--- src/rtl/fifo_wr_arbiter.sv ---
// Round-robin write-port arbiter for a shared synchronous FIFO, with bounded burst locking.
// A producer that wins may keep the port for up to MAX_BURST consecutive words.

module fifo_wr_arbiter_lane #(
    parameter int DATA_W = 8
) (
    input  logic              sel,
    input  logic              xfer,
    input  logic [DATA_W-1:0] data,
    output logic              ready,
    output logic [DATA_W-1:0] data_out
);
    assign ready    = sel & xfer;
    assign data_out = ready ? data : '0;
endmodule

module fifo_wr_arbiter #(
    parameter int N_REQ     = 4,
    parameter int DATA_W    = 8,
    parameter int MAX_BURST = 4
) (
    input  logic                     clk,
    input  logic                     rst_n,
    input  logic                     i_enable,
    input  logic [N_REQ-1:0]         i_req_valid,
    input  logic [N_REQ*DATA_W-1:0]  i_req_data,
    output logic [N_REQ-1:0]         o_req_ready,
    input  logic                     i_fifo_full,
    output logic                     o_fifo_wr_en,
    output logic [DATA_W-1:0]        o_fifo_data,
    output logic [$clog2(N_REQ)-1:0] o_grant_id,
    output logic                     o_busy
);
    localparam int ID_W  = $clog2(N_REQ);
    localparam int CNT_W = $clog2(MAX_BURST + 1);

    typedef enum logic {ARB, LOCK} state_t;

    state_t                         state, state_nx;
    logic [ID_W-1:0]                owner, owner_nx;
    logic [ID_W-1:0]                last_id, last_id_nx;
    logic [ID_W-1:0]                grant_id, grant_id_nx;
    logic [CNT_W-1:0]               burst_cnt, burst_cnt_nx;

    logic [N_REQ-1:0][DATA_W-1:0]   req_data;
    logic [N_REQ-1:0][DATA_W-1:0]   lane_data;
    logic [N_REQ-1:0]               lane_ready;
    logic [ID_W-1:0]                winner;
    logic [ID_W-1:0]                cand;
    logic                           found;
    logic                           any_valid;
    logic                           xfer;
    logic [CNT_W-1:0]               count;

    assign req_data  = i_req_data;
    assign any_valid = |i_req_valid;

    // Locked owner keeps the port while valid; otherwise rotate from the last writer.
    always_comb begin
        winner = '0;
        cand   = '0;
        found  = 1'b0;
        if (state == LOCK && i_req_valid[owner]) begin
            winner = owner;
            found  = 1'b1;
        end else begin
            for (int off = 1; off <= N_REQ; off++) begin
                cand = ID_W'((int'(last_id) + off) % N_REQ);
                if (!found && i_req_valid[cand]) begin
                    winner = cand;
                    found  = 1'b1;
                end
            end
        end
    end

    // rst_n in the product forces every combinational output low during reset.
    assign xfer = rst_n & i_enable & ~i_fifo_full & any_valid & i_req_valid[winner];

    genvar k;
    generate
        for (k = 0; k < N_REQ; k++) begin : g_lane
            fifo_wr_arbiter_lane #(.DATA_W(DATA_W)) u_lane (
                .sel      (winner == ID_W'(k)),
                .xfer     (xfer),
                .data     (req_data[k]),
                .ready    (lane_ready[k]),
                .data_out (lane_data[k])
            );
        end
    endgenerate

    always_comb begin
        o_fifo_data = '0;
        for (int i = 0; i < N_REQ; i++) o_fifo_data = o_fifo_data | lane_data[i];
    end

    assign o_req_ready  = lane_ready;
    assign o_fifo_wr_en = xfer;
    assign o_grant_id   = grant_id;
    assign o_busy       = (state == LOCK);

    assign count = (state == LOCK && winner == owner) ? burst_cnt + 1'b1 : CNT_W'(1);

    always_comb begin
        state_nx     = state;
        owner_nx     = owner;
        last_id_nx   = last_id;
        grant_id_nx  = grant_id;
        burst_cnt_nx = burst_cnt;
        if (!i_enable) begin
            state_nx     = ARB;
            burst_cnt_nx = '0;
        end else if (i_fifo_full) begin
            // Everything frozen so the locked owner resumes first.
        end else if (xfer) begin
            last_id_nx  = winner;
            grant_id_nx = winner;
            owner_nx    = winner;
            if (count == CNT_W'(MAX_BURST)) begin
                state_nx     = ARB;
                burst_cnt_nx = '0;
            end else begin
                state_nx     = LOCK;
                burst_cnt_nx = count;
            end
        end else begin
            state_nx     = ARB;
            burst_cnt_nx = '0;
        end
    end

    always_ff @(posedge clk or negedge rst_n) begin
        if (!rst_n) begin
            state     <= ARB;
            owner     <= '0;
            last_id   <= ID_W'(N_REQ - 1);
            grant_id  <= '0;
            burst_cnt <= '0;
        end else begin
            state     <= state_nx;
            owner     <= owner_nx;
            last_id   <= last_id_nx;
            grant_id  <= grant_id_nx;
            burst_cnt <= burst_cnt_nx;
        end
    end
endmodule
--- config.mk ---
export PLATFORM = sky130hd
export DESIGN_NAME = fifo_wr_arbiter
export DESIGN_NICKNAME = d
export VERILOG_FILES = /design/src/rtl/fifo_wr_arbiter.sv
export SDC_FILE = /design/constraint.sdc
export NUM_CORES = 1
export LEC_CHECK = 0
export BUFFER_PORTS_ARGS = -buffer_cell sky130_fd_sc_hd__buf_2
export CORE_AREA = 8 8 65 67
export CTS_CLUSTER_DIAMETER = 50
export DETAILED_ROUTE_END_ITERATION = 12
export DIE_AREA = 0 0 73 75
export SYNTH_ARGS = -nofsm -noshare
export SYNTH_HDL_FRONTEND = slang
export SYNTH_SLANG_ARGS = --single-unit
--- constraint.sdc ---
create_clock -name clk -period 2.8 [get_ports clk]
set_input_delay 0.7 -clock clk [delete_from_list [all_inputs] [get_ports clk]]
set_output_delay 0.7 -clock clk [all_outputs]
set_load 0.05 [all_outputs]
==> impl_metrics.env, run 1 <==
export IMPL_synthArstFlopShare_pct=100.0
export IMPL_violations="negative setup slack"
export IMPL_diodes=0
export IMPL_cp_max_fo=5
export IMPL_worst_slack_ns=-0.1712
export IMPL_grt_max_degree=9
export IMPL_ir_worst_vdd_mv=0.3304
export IMPL_synthFlopType="dfrtp_1"
export IMPL_leakagePower_uw=0.0009272
export IMPL_drc=0
export IMPL_hold_path_class="in2async"
export IMPL_yosysWarnings=0
export IMPL_avgRoutedWirePerCell_um=18.66
export IMPL_tightest_slew_ns=0.4248
export IMPL_cp_required_ns=2.10
export IMPL_timing_rr_end="o_busy"
export IMPL_ff2ff_path_depth=17
export IMPL_reg2reg_slack_ns=0.08
export IMPL_grt_overflow=0
export IMPL_whs_ns=0.3591
export IMPL_clk_latency_ns=0.25
export IMPL_fp_coreArea_um2=3232
export IMPL_area_delta_synth_final_pct=127.0
export IMPL_slew_violations=0
export IMPL_dp_cells=218
export IMPL_outcome="complete, but fails checks"
export IMPL_hold_viol=0
export IMPL_die_w_um=73
export IMPL_fin_cells=249
export IMPL_netlist_top_cells_area="mux2i_1 (20%), dfrtp_1 (16%), dfstp_2 (5.7%)"
export IMPL_dieArea_um2=5475
export IMPL_rsz0062_at_grt="yes"
export IMPL_cts_hold_fix_buffers=0
export IMPL_wirelength_mm=4.646
export IMPL_n_fill_cell=254
export IMPL_min_period_over_period_pct=106.1
export IMPL_cts_max_path_buffers=2
export IMPL_dr_pass1_iters=4
export IMPL_clkTransAtPathRegs_ns=0.06
export IMPL_crit_reg2reg_launch="o_grant_id[1]"
export IMPL_cts_tree="yes"
export IMPL_grt_usage_pct=14.95
export IMPL_post_dp_hpwl_mm=2.744
export IMPL_critical_path_arrival_ns=2.27
export IMPL_drive_above_1_share_pct=79.31
export IMPL_synth_area_um2=928.4
export IMPL_cts_sinks=8
export IMPL_critPathCaptureType="output pin"
export IMPL_pin_count=56
export IMPL_avgSynthCellArea_um2=8.596
export IMPL_synth_edf_count=0
export IMPL_setup_viol=12
export IMPL_place_gp_congestion=0.8753
export IMPL_powerDensity_nw_per_um2=522.4
export IMPL_fp_dieH_um=75
export IMPL_grt_pass1_wl_mm=6.513
export IMPL_setup_worst_path_start_class="register"
export IMPL_tns_ns=-1.424
export IMPL_io_buffer_count=55
export IMPL_cts_buffers_inserted=3
export IMPL_post_route_min_period_ns=2.971
export IMPL_synth_cell_types=43
export IMPL_yosys_area_top_type="mux2i_1"
export IMPL_final_antenna_net_count=0
export IMPL_antenna_found_initial=0
export IMPL_nNetsFinal=245
export IMPL_ys_seq_area_share_pct=21.83
export IMPL_vias=1282
export IMPL_grt_pass1_vias=1372
export IMPL_viasPerCell=5.149
export IMPL_clock_root_buffer="clkbuf_4"
export IMPL_start_util_pct=28.73
export IMPL_rows=21
export IMPL_critPathKind="reg2out"
export IMPL_yosys_register_bits=8
export IMPL_cap_violations=0
export IMPL_synthCells=108
export IMPL_post_route_util_pct=65.20
export IMPL_fmax_mhz=336.6
export IMPL_synth_top_area_share_pct=20.49
export IMPL_fin_worst_skew_ns=0.007621
export IMPL_slew_headroom_pct=71.23
export IMPL_cts_max_level=1
export IMPL_synth_nets=149
export IMPL_first_iter_violations=49
-- worst max path at each step --
stage / from / endpoint / cells past startpoint
after floorplan: o_grant_id[1] / o_fifo_data[0] / 8
after global placement: i_req_valid[3] / o_fifo_data[0] / 8
after detailed placement: i_req_valid[1] / o_fifo_data[6] / 8
after CTS: i_req_valid[3] / o_fifo_data[1] / 9
after global routing: last_id[1] / o_fifo_data[2] / 7
final: last_id[1] / o_fifo_data[2] / 7
-- final cells by class --
type	count	area [um2]	area share, %
clock buffers	4	26.28	1.247
inverters	4	16.27	0.7720
multi-input cells	91	1071	50.83
flip-flops and latches	8	206.4	9.798
well taps	46	57.56	2.732
repair buffers	96	729.5	34.62
-- per-stage QoR --
step                      power, uW  setup slack, ns  area [um2]
final                          1101          -0.1712        2107
after global routing           1155          -0.2548        2107
after CTS                     924.5          -0.1347        1843
after detailed placement      655.3          -0.4007        1440
after global placement        642.4          -0.3015        1440
after floorplan               530.6         0.002687        1049
-- cell families (layout without fill, tap and decap cells) --
logic type / after synthesis / after routing / synth area share, %
mux: 21 / 21 / 23.31
flops: 8 / 8 / 21.83
simple gates: 37 / 38 / 22.10
compound gates: 28 / 31 / 21.57
fa+ha+maj: 1 / 1 / 1.347
buf+inv: 13 / 104 / 9.837
-- metal layers --
metal  up-vias  global-route usage, %  part of all wire, %
met1       625                  16.04                   36
met5         -                      0                    0
met4         0                  4.667                  1.6
met3         8                  3.595                  5.1
li1        603                      -                    -
met2        46                  28.10                   57
-- what timing repair did --
item	in CTS	in global routing
pin swaps	9	11
setup endpoints to repair	12	13
setup buffers	18	6
cloned	4	0
gates resized for setup	52	43
-- power breakdown --
| group | switching (uW) | internal (uW) |
|---|---|---|
| Clock | 41.2 | 54.6 |
| Sequential | 25.6 | 142 |
| Combinational | 419 | 418 |
-- state kept, by name, summed over array words and instances, names as in the netlist --
| register | cells |
|---|---|
| burst_cnt | 3 |
| last_id | 2 |
| o_grant_id | 2 |
| o_busy | 1 |
-- synth_stat cells (2+ instances only) --
cell type  instances
a21o_1             2
a21oi_1            2
and3_1             2
buf_4              5
buf_6              3
dfrtp_1            6
dfstp_2            2
inv_1              3
mux2i_1           19
nand2_1            8
nand2b_1           2
nand3_1            4
nor2_1             8
nor2b_1            3
nor3_1             2
o21a_1             2
o21ai_0            2
o22ai_1            8
-- critical path, cell delays in order, from the launching register on --
cell	delay, ns
dfstp_2	0.55
mux2i_2	0.26
nor2_2	0.09
nor3_4	0.27
a21o_4	0.29
mux2i_2	0.29
o22ai_4	0.11
buf_6	0.16
-- cells in the final DEF (no fill, tap or decap), drive strengths merged --
cell     Yosys  final
o21bai       1      1
nor3b        1      1
ha           1      1
and3         4      4
mux2i       19     19
a21oi        2      2
a211oi       1      1
or4          1      1
or3          1      1
nor3         2      2
clkbuf       0      4
o21a         2      2
a21o         3      6
a31oi        1      1
mux2         2      2
o211ai       1      1
o41ai        1      1
clkinv       1      1
a211o        2      2
dfstp        2      2
o22ai        8      8
nand3        4      4
nor2         8      8
nand2        9     10
dfrtp        6      6
o311ai       1      1
nor2b        3      3
a2bb2oi      1      1
inv          3      3
o21ai        2      2
buf          9     96
or2          1      1
a32o         1      1
o31ai        1      1
nand2b       3      3
Note: power is estimated with default switching activity, not from simulation.
==> inputs of run 2 (changes only) <==
- CELL_PAD_IN_SITES_DETAIL_PLACEMENT: not set -> 0
- CELL_PAD_IN_SITES_GLOBAL_PLACEMENT: not set -> 1
- PLACE_DENSITY_LB_ADDON: not set -> 0.1
- SETUP_SLACK_MARGIN: not set -> 0.2
- SYNTH_HIERARCHICAL: not set -> 1
==> run 2 against run 1 <==
  * The run still ends with negative setup slack left
  * Total power decreased by 26%
  * Sequential share of layout area rose by 2.8 points
  * Core utilization fell by 15 points
  * Via count fell by 7.9%
  * Clock skew decreased by 0.0019 ns
  * First-iteration DRC count is 27% lower
  * Synthesized cell count up 3.7%
==> impl_metrics.env, run 2 <==
export IMPL_powerDensity_nw_per_um2=500.1
export IMPL_avgSynthCellArea_um2=7.719
export IMPL_rsz0062_at_grt="yes"
export IMPL_violations="negative setup slack"
export IMPL_ys_seq_area_share_pct=23.44
export IMPL_cap_violations=0
export IMPL_vias=1181
export IMPL_layout_common_cells="buf_2 (42), and3_1 (32), buf_4 (25)"
export IMPL_netlist_top_cells_area="and3_1 (23%), dfrtp_1 (17%), or4_1 (6.9%)"
export IMPL_critPathCaptureType="output pin"
export IMPL_place_area_um2=1438
export IMPL_synth_cell_types=33
export IMPL_setup_viol=12
export IMPL_slew_headroom_pct=79.02
export IMPL_grt_pass1_vias=1198
export IMPL_critical_path_arrival_ns=2.72
export IMPL_synth_nets=153
export IMPL_fp_dieH_um=75
export IMPL_rows=21
export IMPL_start_util_pct=26.75
export IMPL_reg2reg_slack_ns=0.60
export IMPL_seq_power_share_pct=20.2
export IMPL_cts_tree="yes"
export IMPL_cts_buffers_inserted=3
export IMPL_top_usage_layer="met2"
export IMPL_crit_reg2reg_launch="last_id[1]"
export IMPL_wirelength_mm=3.285
export IMPL_avgRoutedWirePerCell_um=13.57
export IMPL_grtUsageMet3_pct=3.196
export IMPL_met2_usage_pct=21.65
export IMPL_use_met1_pct=13.05
export IMPL_yosys_register_bits=8
export IMPL_p_sw_uw=360.5
export IMPL_netSwitchingFraction_pct=44.39
export IMPL_cp_max_fo=9
export IMPL_tns_ns=-5.661
export IMPL_post_route_util_pct=50.25
export IMPL_timing_rr_end="o_busy"
export IMPL_pin_count=56
export IMPL_cp_required_ns=2.10
export IMPL_hold_path_class="in2async"
export IMPL_power_internal_uw=451.6
export IMPL_synthArstFlopShare_pct=100.0
export IMPL_antenna_found_initial=0
export IMPL_clkTransAtPathRegs_ns=0.06
export IMPL_tightest_slew_ns=0.3147
export IMPL_synthFlopType="dfrtp_1"
export IMPL_cts_sinks=8
export IMPL_fp_coreArea_um2=3232
export IMPL_grt_usage_pct=11.91
export IMPL_viasPerCell=4.880
export IMPL_worst_slack_ns=-0.6223
export IMPL_critPathKind="reg2out"
export IMPL_area_delta_synth_final_pct=87.84
export IMPL_post_route_min_period_ns=3.422
export IMPL_dieArea_um2=5475
export IMPL_grt_pass1_wl_mm=5.313
export IMPL_p_clk_share_pct=12.0
export IMPL_synth_area_um2=864.6
export IMPL_yosys_area_top_type="and3_1"
export IMPL_post_dp_hpwl_mm=2.605
export IMPL_first_iter_violations=36
export IMPL_whs_ns=0.3759
export IMPL_ff2ff_path_depth=7
export IMPL_top_register="burst_cnt"
export IMPL_hold_viol=0
export IMPL_critPathLaunch="last_id[1]"
export IMPL_place_gp_congestion=0.8269
export IMPL_synth_most_common_cell="and3_1"
export IMPL_drive_above_1_share_pct=57.65
export IMPL_min_period_over_period_pct=122.2
export IMPL_ir_worst_vdd_mv=0.3615
export IMPL_postLayoutCellArea_um2=1624
export IMPL_synth_top_cells_by_count="and3_1 (32), nor2_1 (9), or4_1 (8), dfrtp_1 (6), nand2_1 (6)"
export IMPL_setup_worst_path_start_class="register"
export IMPL_clk_latency_ns=0.26
export IMPL_dr_pass1_iters=4
export IMPL_leakagePower_uw=0.0009135
export IMPL_yosysWarnings=6
export IMPL_grt_max_degree=33
export IMPL_grt_overflow=0
export IMPL_fmax_mhz=292.2
export IMPL_diodes=0
export IMPL_synth_edf_count=0
export IMPL_final_antenna_net_count=0
export IMPL_fin_worst_skew_ns=0.005715
export IMPL_synth_top_area_share_pct=23.15
export IMPL_pwr_share_comb_pct=67.8
export IMPL_io_buffer_count=55
export IMPL_cts_max_level=1
export IMPL_outcome="complete, but fails checks"
export IMPL_synthCells=112
export IMPL_slew_violations=0
export IMPL_nNetsFinal=238
export IMPL_largest_reg_flops=3
export IMPL_drc=0
export IMPL_final_common_cell="buf_2"
export IMPL_cts_max_path_buffers=2
export IMPL_place_ws_ns=-0.6558
export IMPL_die_w_um=73
export IMPL_n_fill_cell=333
export IMPL_clock_root_buffer="clkbuf_4"
==> run 2: changes by cell type in the layout (fill, tap and decap cells not counted), sizes merged, moves of 6 or more <==
cell / previous run / this run
and3: 4 / 32
buf: 96 / 79
mux2i: 19 / 2
or4: 1 / 8
and2: 0 / 6
o22ai: 8 / 2
==> run 2: repair_timing <==
action,4_1_cts,5_1_grt
hold buffers,0,0
setup buffers,3,0
resized for setup,37,2
pin swaps,8,6
endpoints found under the setup margin,12,13
cloned,1,0
==> run 2: worst max-delay path by stage <==
stage / to / cells after the start
global route: o_fifo_data[6] / 9
CTS: o_fifo_data[6] / 10
finish: o_fifo_data[6] / 9
floorplan: o_fifo_data[0] / 8
global placement: o_fifo_data[7] / 10
detailed placement: o_fifo_data[5] / 10
==> run 2: power groups by stage <==
| stage | clock, uW | sequential, uW | combinational, uW |
|---|---|---|---|
| 6_report | 97.2 | 164 | 551 |
| 5_1_grt | 107 | 168 | 599 |
| 4_1_cts | 103 | 164 | 554 |
| 3_5_place_dp | 0 | 163 | 467 |
| 3_3_place_gp | 0 | 163 | 461 |
| 2_1_floorplan | 0 | 200 | 237 |
==> run 2: layer usage <==
metal	vias up	part of all wire [%]	wire (um)
met4	0	1.2	39
li1	599	-	-
met1	535	41	1341
met2	43	48	1577
met3	4	10	327
met5	-	0	0
==> run 2: area by class of cell <==
type | count | area (um2) | area share, %
inverters | 4 | 15.01 | 0.9245
flip-flops and latches | 8 | 203.9 | 12.56
multi-input cells | 100 | 757.0 | 46.61
well taps | 46 | 57.56 | 3.544
repair buffers | 80 | 564.3 | 34.75
clock buffers | 4 | 26.28 | 1.618
==> run 2: logic make-up (layout without fill, tap and decap cells) <==
logic type,after synthesis,count (layout),synth area share (%)
and+or+nand+nor,71,72,48.91
DFF,8,8,23.44
AOI/OAI and AO/OA,21,21,17.08
buffers and inverters,5,88,2.170
muxes,4,4,4.920
xor gates and xnor gates,2,2,2.026
adders and majority gates,1,1,1.447
==> run 2: worst max-delay path, cell delays in order, from the launching register on <==
cell	delay, ns
dfstp_2	0.55
mux2i_1	0.24
o22ai_2	0.10
a21o_1	0.18
a21boi_4	0.14
o22ai_4	0.28
nor2_4	0.10
and3_1	0.18
or4_4	0.52
buf_8	0.17
==> run 2: stage by stage <==
step | cells | power [uW]
floorplan | 112 | 437.1
global placement | 234 | 624.0
detailed placement | 234 | 630.3
CTS | 242 | 820.4
global route | 242 | 873.4
finish | 242 | 812.1
